$ cat src/rtl/register_dump.sv
`default_nettype none
// ============================================================================
// register_dump: mirrors process register writes and streams a snapshot of
// them, with a step count, over a valid/ready beat interface.
// Optional macro REGISTER_DUMP_AUTO_EN: a stop 0->1 edge also starts a dump.
// Revision: 1.0
// ============================================================================
module register_dump #(
  parameter int REGISTERS  = 16,
  parameter int WIDTH      = 8,
  parameter int INDEX_BITS = 4
) (
  input  logic                  clock,
  input  logic                  resetN,
  input  logic                  writeEnable,
  input  logic [INDEX_BITS-1:0] writeIndex,
  input  logic [WIDTH-1:0]      writeData,
  input  logic                  stop,
  input  logic                  dumpRequest,
  output logic                  dumpBusy,
  output logic                  dumpValid,
  input  logic                  dumpReady,
  output logic [INDEX_BITS-1:0] dumpIndex,
  output logic [WIDTH-1:0]      dumpData,
  output logic                  dumpLast,
  output logic [31:0]           dumpStep
);

  localparam logic [0:0]            IDLE       = 1'b0;
  localparam logic [0:0]            SEND       = 1'b1;
  localparam logic [INDEX_BITS-1:0] LAST_INDEX = INDEX_BITS'(REGISTERS - 1);
  localparam logic [INDEX_BITS:0]   REG_COUNT  = (INDEX_BITS + 1)'(REGISTERS);
  localparam logic [31:0]           STEP_MAX   = 32'hFFFF_FFFF;

  logic [0:0]                       state;
  logic [0:0]                       state_next;
  logic [REGISTERS-1:0][WIDTH-1:0]  shadow_vec;
  logic [INDEX_BITS-1:0]            beat_index;
  logic [31:0]                      step_count;
  logic [31:0]                      step_snap;
  logic                             start_request;
  logic                             capture;
  logic                             beat_done;
  logic                             write_valid;

  assign write_valid = writeEnable && ({1'b0, writeIndex} < REG_COUNT);
  assign capture     = (state == IDLE) && start_request;
  assign beat_done   = (state == SEND) && dumpReady;

`ifdef REGISTER_DUMP_AUTO_EN
  logic stop_q;

  always_ff @(posedge clock or negedge resetN) begin
    if (!resetN) begin
      stop_q <= 1'b0;
    end else begin
      stop_q <= stop;
    end
  end

  assign start_request = dumpRequest | (stop & ~stop_q);
`else
  assign start_request = dumpRequest;
`endif

  // Each register owns its mirror and shadow; the shadow takes the same-edge
  // write so a request coinciding with a write sees the new value.
  for (genvar g = 0; g < REGISTERS; g++) begin : g_reg
    logic             hit;
    logic [WIDTH-1:0] mirror_q;
    logic [WIDTH-1:0] shadow_q;

    assign hit = write_valid && (writeIndex == INDEX_BITS'(g));

    always_ff @(posedge clock or negedge resetN) begin
      if (!resetN) begin
        mirror_q <= '0;
        shadow_q <= '0;
      end else begin
        if (hit) begin
          mirror_q <= writeData;
        end
        if (capture) begin
          shadow_q <= hit ? writeData : mirror_q;
        end
      end
    end

    assign shadow_vec[g] = shadow_q;
  end

  always_ff @(posedge clock or negedge resetN) begin
    if (!resetN) begin
      step_count <= '0;
    end else if (!stop && (step_count != STEP_MAX)) begin
      step_count <= step_count + 32'd1;
    end
  end

  always_ff @(posedge clock or negedge resetN) begin
    if (!resetN) begin
      step_snap  <= '0;
      beat_index <= '0;
    end else begin
      if (capture) begin
        step_snap  <= step_count;
        beat_index <= '0;
      end else if (beat_done) begin
        beat_index <= (beat_index == LAST_INDEX) ? '0 : beat_index + 1'b1;
      end
    end
  end

  always_ff @(posedge clock or negedge resetN) begin
    if (!resetN) begin
      state <= IDLE;
    end else begin
      state <= state_next;
    end
  end

  always_comb begin
    state_next = state;
    case (state)
      IDLE:    if (start_request) state_next = SEND;
      SEND:    if (dumpReady && (beat_index == LAST_INDEX)) state_next = IDLE;
      default: state_next = IDLE;
    endcase
  end

  always_comb begin
    dumpValid = 1'b0;
    dumpBusy  = 1'b0;
    dumpIndex = '0;
    dumpData  = '0;
    dumpLast  = 1'b0;
    if (state == SEND) begin
      dumpValid = 1'b1;
      dumpBusy  = 1'b1;
      dumpIndex = beat_index;
      dumpData  = shadow_vec[beat_index];
      dumpLast  = (beat_index == LAST_INDEX);
    end
  end

  assign dumpStep = step_snap;

endmodule
`default_nettype wire

$ cat config.mk
export PLATFORM = sky130hd
export DESIGN_NAME = register_dump
export DESIGN_NICKNAME = d
export VERILOG_FILES = /design/src/rtl/register_dump.sv
export SDC_FILE = /design/constraint.sdc
export NUM_CORES = 1
export LEC_CHECK = 0
export CAP_MARGIN = 0
export CELL_PAD_IN_SITES_DETAIL_PLACEMENT = 2
export CELL_PAD_IN_SITES_GLOBAL_PLACEMENT = 2
export CORE_UTILIZATION = 42
export CTS_BUF_LIST = sky130_fd_sc_hd__clkbuf_4
export CTS_CLUSTER_SIZE = 25
export DETAILED_ROUTE_END_ITERATION = 16
export PLACE_DENSITY_LB_ADDON = 0.1
export SYNTH_ARGS = -nofsm -noshare
export SYNTH_HDL_FRONTEND = slang
export SYNTH_SLANG_ARGS = --single-unit
$ cat constraint.sdc
create_clock -name clock -period 2.5 [get_ports clock]
set_input_delay 0.5 -clock clock [delete_from_list [all_inputs] [get_ports clock]]
set_output_delay 0.5 -clock clock [all_outputs]
set_load 0.02 [all_outputs]
# Yosys cells after proc, flatten, opt, wreduce, memory -nomap -nowiden
# Cells that the tools add are included.
[word_totals]
reg_bits = 325
inputBits = 18
out_inout_bits = 47
wordCells = 108
[op_classes]
n_addsub = 2
magnitude_cmp = 1
eq_ne = 17
mux = 28
n_bitwise = 1
n_reduce_logical = 23
[ops]
columns = ["op", "n"]
rows = [
  ["8-bit 2-to-1 mux", 18],
  ["4-bit equality test, second input constant", 9],
  ["32-bit by 1-bit adder with 32-bit output, second input constant", 1],
  ["8-bit binary-select mux with 4-bit select", 1],
  ["32-bit inequality test, second input constant", 1],
  ["1-bit logical AND", 20],
  ["4-bit by 3-bit equality test with 1-bit output, second input constant", 4],
  ["4-bit 2-to-1 mux", 4],
  ["4-bit by 2-bit equality test with 1-bit output, second input constant", 2],
  ["4-bit by 5-bit less-than comparator with 1-bit output, second input constant", 1],
  ["4-bit by 1-bit adder with 4-bit output, second input constant", 1],
  ["4-bit by 1-bit equality test with 1-bit output, second input constant", 1],
  ["4-bit logical NOT", 1],
  ["1-bit 2-to-1 mux", 4],
  ["1-bit one-hot mux with 2 select lines", 1],
  ["2-bit nonzero test", 1],
  ["1-bit logical NOT", 1],
  ["1-bit NOT", 1],
]

# Longest topological paths before layout
[logic_depth]
ltp_word = 4
ltp_mapped = 7
ltp_nobuf = 6

# Least setup slack after synthesis
# No wires, ideal clock.
[synth_timing]
path_type = "flip-flop to output port"
startpoint = "register beat_index[0]"
endpoint = "output dumpData[0]"
t_arrival_ns = 1.742
required_time_ns = 2.000
setup_slack_ns = 0.258
stages_incl_launch_ff = 7
n_path_buf = 2
cell_sequence = "dfrtp_1 > buf_4 > buf_2 > mux4_2 > mux2i_1 > nand2_1 > o211a_1"
[synth_between]
elab_chain_len = 3
[synth_rtl]
columns = ["item", "line", "source"]
rows = [
  ["from (decl)", "38", "logic [INDEX_BITS-1:0] beat_index;"],
  ["from (signal assigned)", "109", "beat_index <= (beat_index == LAST_INDEX) ? '0 : beat_index + 1'b1;"],
  ["8-bit binary-select mux with 4-bit select", "141", "dumpData = shadow_vec[beat_index];"],
  ["8-bit 2-to-1 mux (implied by the code)", "141", ""],
  ["8-bit 2-to-1 mux", "137", "if (state == SEND) begin"],
  ["to (decl)", "24", "output logic [WIDTH-1:0] dumpData,"],
]
# Every way passes these cells. The select of a mux whose other input is x is not followed.

# Worst setup path after layout
[layout_timing]
startpoint = "register beat_index[0]"
endpoint = "output dumpData[5]"
# Same word-level chain as after synthesis.

==> reports/results.ini <==
[global_routing]
grt_pass1_wl_um = 61880
grt_pass1_vias = 11050
antenna_found_initial = 3
grt-ovfl-total = 0
grt_usage = 0.2443
grt_max_degree = 108

[drt]
vias_per_cell = 5.200
drtIter0Drc = 454
post_drt_wl_per_cell_um = 20.73
via_count = 9714
drt_drc_violations_left = 0
ant_nets = 0
drt_pass1_iterations = 4
routed_wl_um = 38720

[synth]
synthCells = 1215
synth_area_sq_mm = 0.01368
postSynthAreaPerCell_sq_um = 11.26
yosys_warnings = 0
synth_nets = 1235
synth_seq_cells = 325
ys_types = 44
yosysSeqAreaShare = 0.5946

[clock_tree]
insertion_delay_ns = 0.75
clockRootBuffer = clkbuf_4
cts_tree = built
clk_pin_slew_ns = 0.07
clock_path_buffers = 3
cts_htree_levels = 3
cts.sinks = 325
cts_buffers = 90

[sta]
setup_viol = 9
rsz0062_at_grt = true
max_freq_mhz = 317.6
post-route-period-util = 1.259
finClkSkew_ns = 0.01782
timing.final.ws_setup_ns = -0.6487
finalCriticalPeriod_ns = 3.149
setup_tns_ns = -5.060
max_slew_margin = 0.5509
hold_violations = 0
tightest_slew_ns = 0.6715
finalMaxSlewViolations = 0

[cells_and_area]
drive_above_1_share = 0.2899
instances_no_fill = 1868
syn_to_final_growth_pct = 21.21
fillers = 3136
final_nets = 1398

[critical_path]
critPathMaxFanout = 7
required_ns = 2.00
worstPathCellList = buf_6 > buf_12 > mux4_2 > mux2_4 > o211a_4 > buf_6
startpoint_type = flip-flop
cp-end-kind = output port
crit_type = flip-flop to output port
worst_path_largest_cell_delay_ns = 0.52
crit_top_cell = buf_6
cp.arrival_ns = 2.65
critPathSlowestCell = mux4_2

[run]
max-cap-violations = 0

[floorplan]
dieArea_sq_mm = 0.03329
start_util = 0.4301
pin_count = 65
die_y_um = 182.5
placementRows = 65
coreArea_sq_mm = 0.03180
die_x_um = 182.5

[status]
outcome = finished with violations
violations = setup timing

[placement]
globalplace.congestion = 0.7704
port_buffers = 64
dp_cells = 1715
place_hpwl_um = 24190

[hold_path]
hp-class = input pin to asynchronous set/reset pin

[power_and_ir_drop]
ir_drop_mv = 0.3333
power_density_mw_per_mm2 = 938.0
leakagePower_uw = 0.008192

[area by class of cell]
type | count | area (sq um) | share of cell area
Sequential cell | 325 | 8134 | 0.4906
Multi-Input combinational cell | 821 | 5368 | 0.3238
Timing Repair Buffer | 139 | 1491 | 0.08996
Clock buffer | 123 | 923.4 | 0.05570
Tap cell | 435 | 544.3 | 0.03283
Clock inverter | 19 | 101.3 | 0.006113
Antenna cell | 5 | 12.51 | 0.0007547
Inverter | 1 | 3.754 | 0.0002264
[power by group]
group / internal, uW / total [uW] / switching (uW)
logic: 2070 / 4090 / 2030
clock network: 2340 / 4560 / 2210
registers: 6320 / 6900 / 580
[logic make-up after synthesis]
| family | Yosys count | share of synthesized area |
|---|---|---|
| AOI/OAI and AO/OA | 19 | 0.01116 |
| muxes | 177 | 0.1716 |
| and+or+nand+nor | 593 | 0.1801 |
| buffers and inverters | 69 | 0.02141 |
| DFF | 325 | 0.5946 |
| adders and majority gates | 2 | 0.001829 |
| xor gates and xnor gates | 30 | 0.01921 |
[Yosys cell counts (all sizes together)]
master	instances	area, sq um
and3	9	60.06
o211a	8	80.08
and3b	1	8.760
o21a	1	7.510
xor2	3	26.28
clkbuf	53	198.9
ha	2	25.02
and2	9	58.80
mux2i	8	80.08
nand3b	2	15.01
mux2	137	1546
o211ai	1	7.510
mux4	32	720.7
a21oi	4	23.77
nor4	1	6.260
nand2b	7	43.79
nor2b	4	32.53
nor2	15	71.32
xnor2	27	236.5
and4	6	57.56
inv	1	3.750
buf	15	90.08
nand2	502	1884
or3	1	6.260
nand4	13	96.34
a31oi	3	18.77
nand3	21	105.1
nor3b	1	7.510
and4b	1	10.01
o31ai	2	15.01
dfrtp	325	8133
[what timing repair did]
item | 4_1_cts | 5_1_grt
resized for setup | 68 | 23
hold buffers | 1 | 0
endpoints found under the setup margin | 13 | 12
pin swaps | 3 | 6
gates cloned | 1 | 1
buffers inserted | 4 | 1
hold endpoints to repair | 49 | 0
[path summary, 6_finish.rpt]
kind | start | endpoint | slack [ns] | depth (start not counted)
worst max-delay path | beat_index[0] | dumpData[5] | -0.65 | 6
worst max register to register | step_count[12] | step_count[1] | 0.54 | 5
max in group asynchronous | resetN | dumpStep[31] | 1.46 | 3
worst min register to register | g_reg[8].shadow_q[3] | g_reg[8].shadow_q[3] | 0.48 | 2
min in group clock | g_reg[8].shadow_q[3] | g_reg[8].shadow_q[3] | 0.48 | 2
worst min-delay path | resetN | g_reg[3].mirror_q[7] | 0.25 | 2
[through the flow]
stage	area, sq um	worst slack [ns]	total power (uW)	hold slack, ns	utilization
6_report	16580	-0.6487	15550	0.2542	0.5213
5_1_grt	16580	-0.7553	16430	0.2198	0.5213
4_1_cts	16450	-0.7321	15560	0.2060	0.5172
3_5_place_dp	15320	-0.3053	10720	0.4427	0.4819
3_3_place_gp	15320	-0.2718	10480	0.4406	0.4819
2_1_floorplan	13680	0.2578	9097	0.2044	-
[critical path, delay by kind of cell, from the launching register on]
| kind | cells | cell delay (ns) |
|---|---|---|
| mux | 2 | 0.81 |
| buf+inv | 3 | 0.44 |
| compound gates | 1 | 0.25 |
| flops | 1 | 0.41 |
[layout by cell type (no fill, tap or decap), drive strengths merged, types with 8 or more instances in the layout]
master / count
nand3: 21
buf: 83
mux4: 32
nor2: 15
nand2: 502
mux2: 137
clkinv: 17
clkbuf: 125
mux2i: 8
clkdlybuf4s50: 48
o211a: 8
nand4: 13
and3: 9
xnor2: 27
dfrtp: 325
and2: 9
[sequential cells by signal (all words and copies together), names as in the netlist]
name and flops:
state 1, step_count 32, dumpStep 32, g.mirror_q 128, beat_index 4, g.shadow_q 128
[per-layer routing]
layer,vias up,global-route usage,wire [um]
met5,-,0,0
met4,0,0.09479,1013
met3,77,0.04570,1163
met2,173,0.4219,19860
met1,5105,0.3036,16680
li1,4359,-,-
Note: power is estimated with default switching activity, not from simulation.
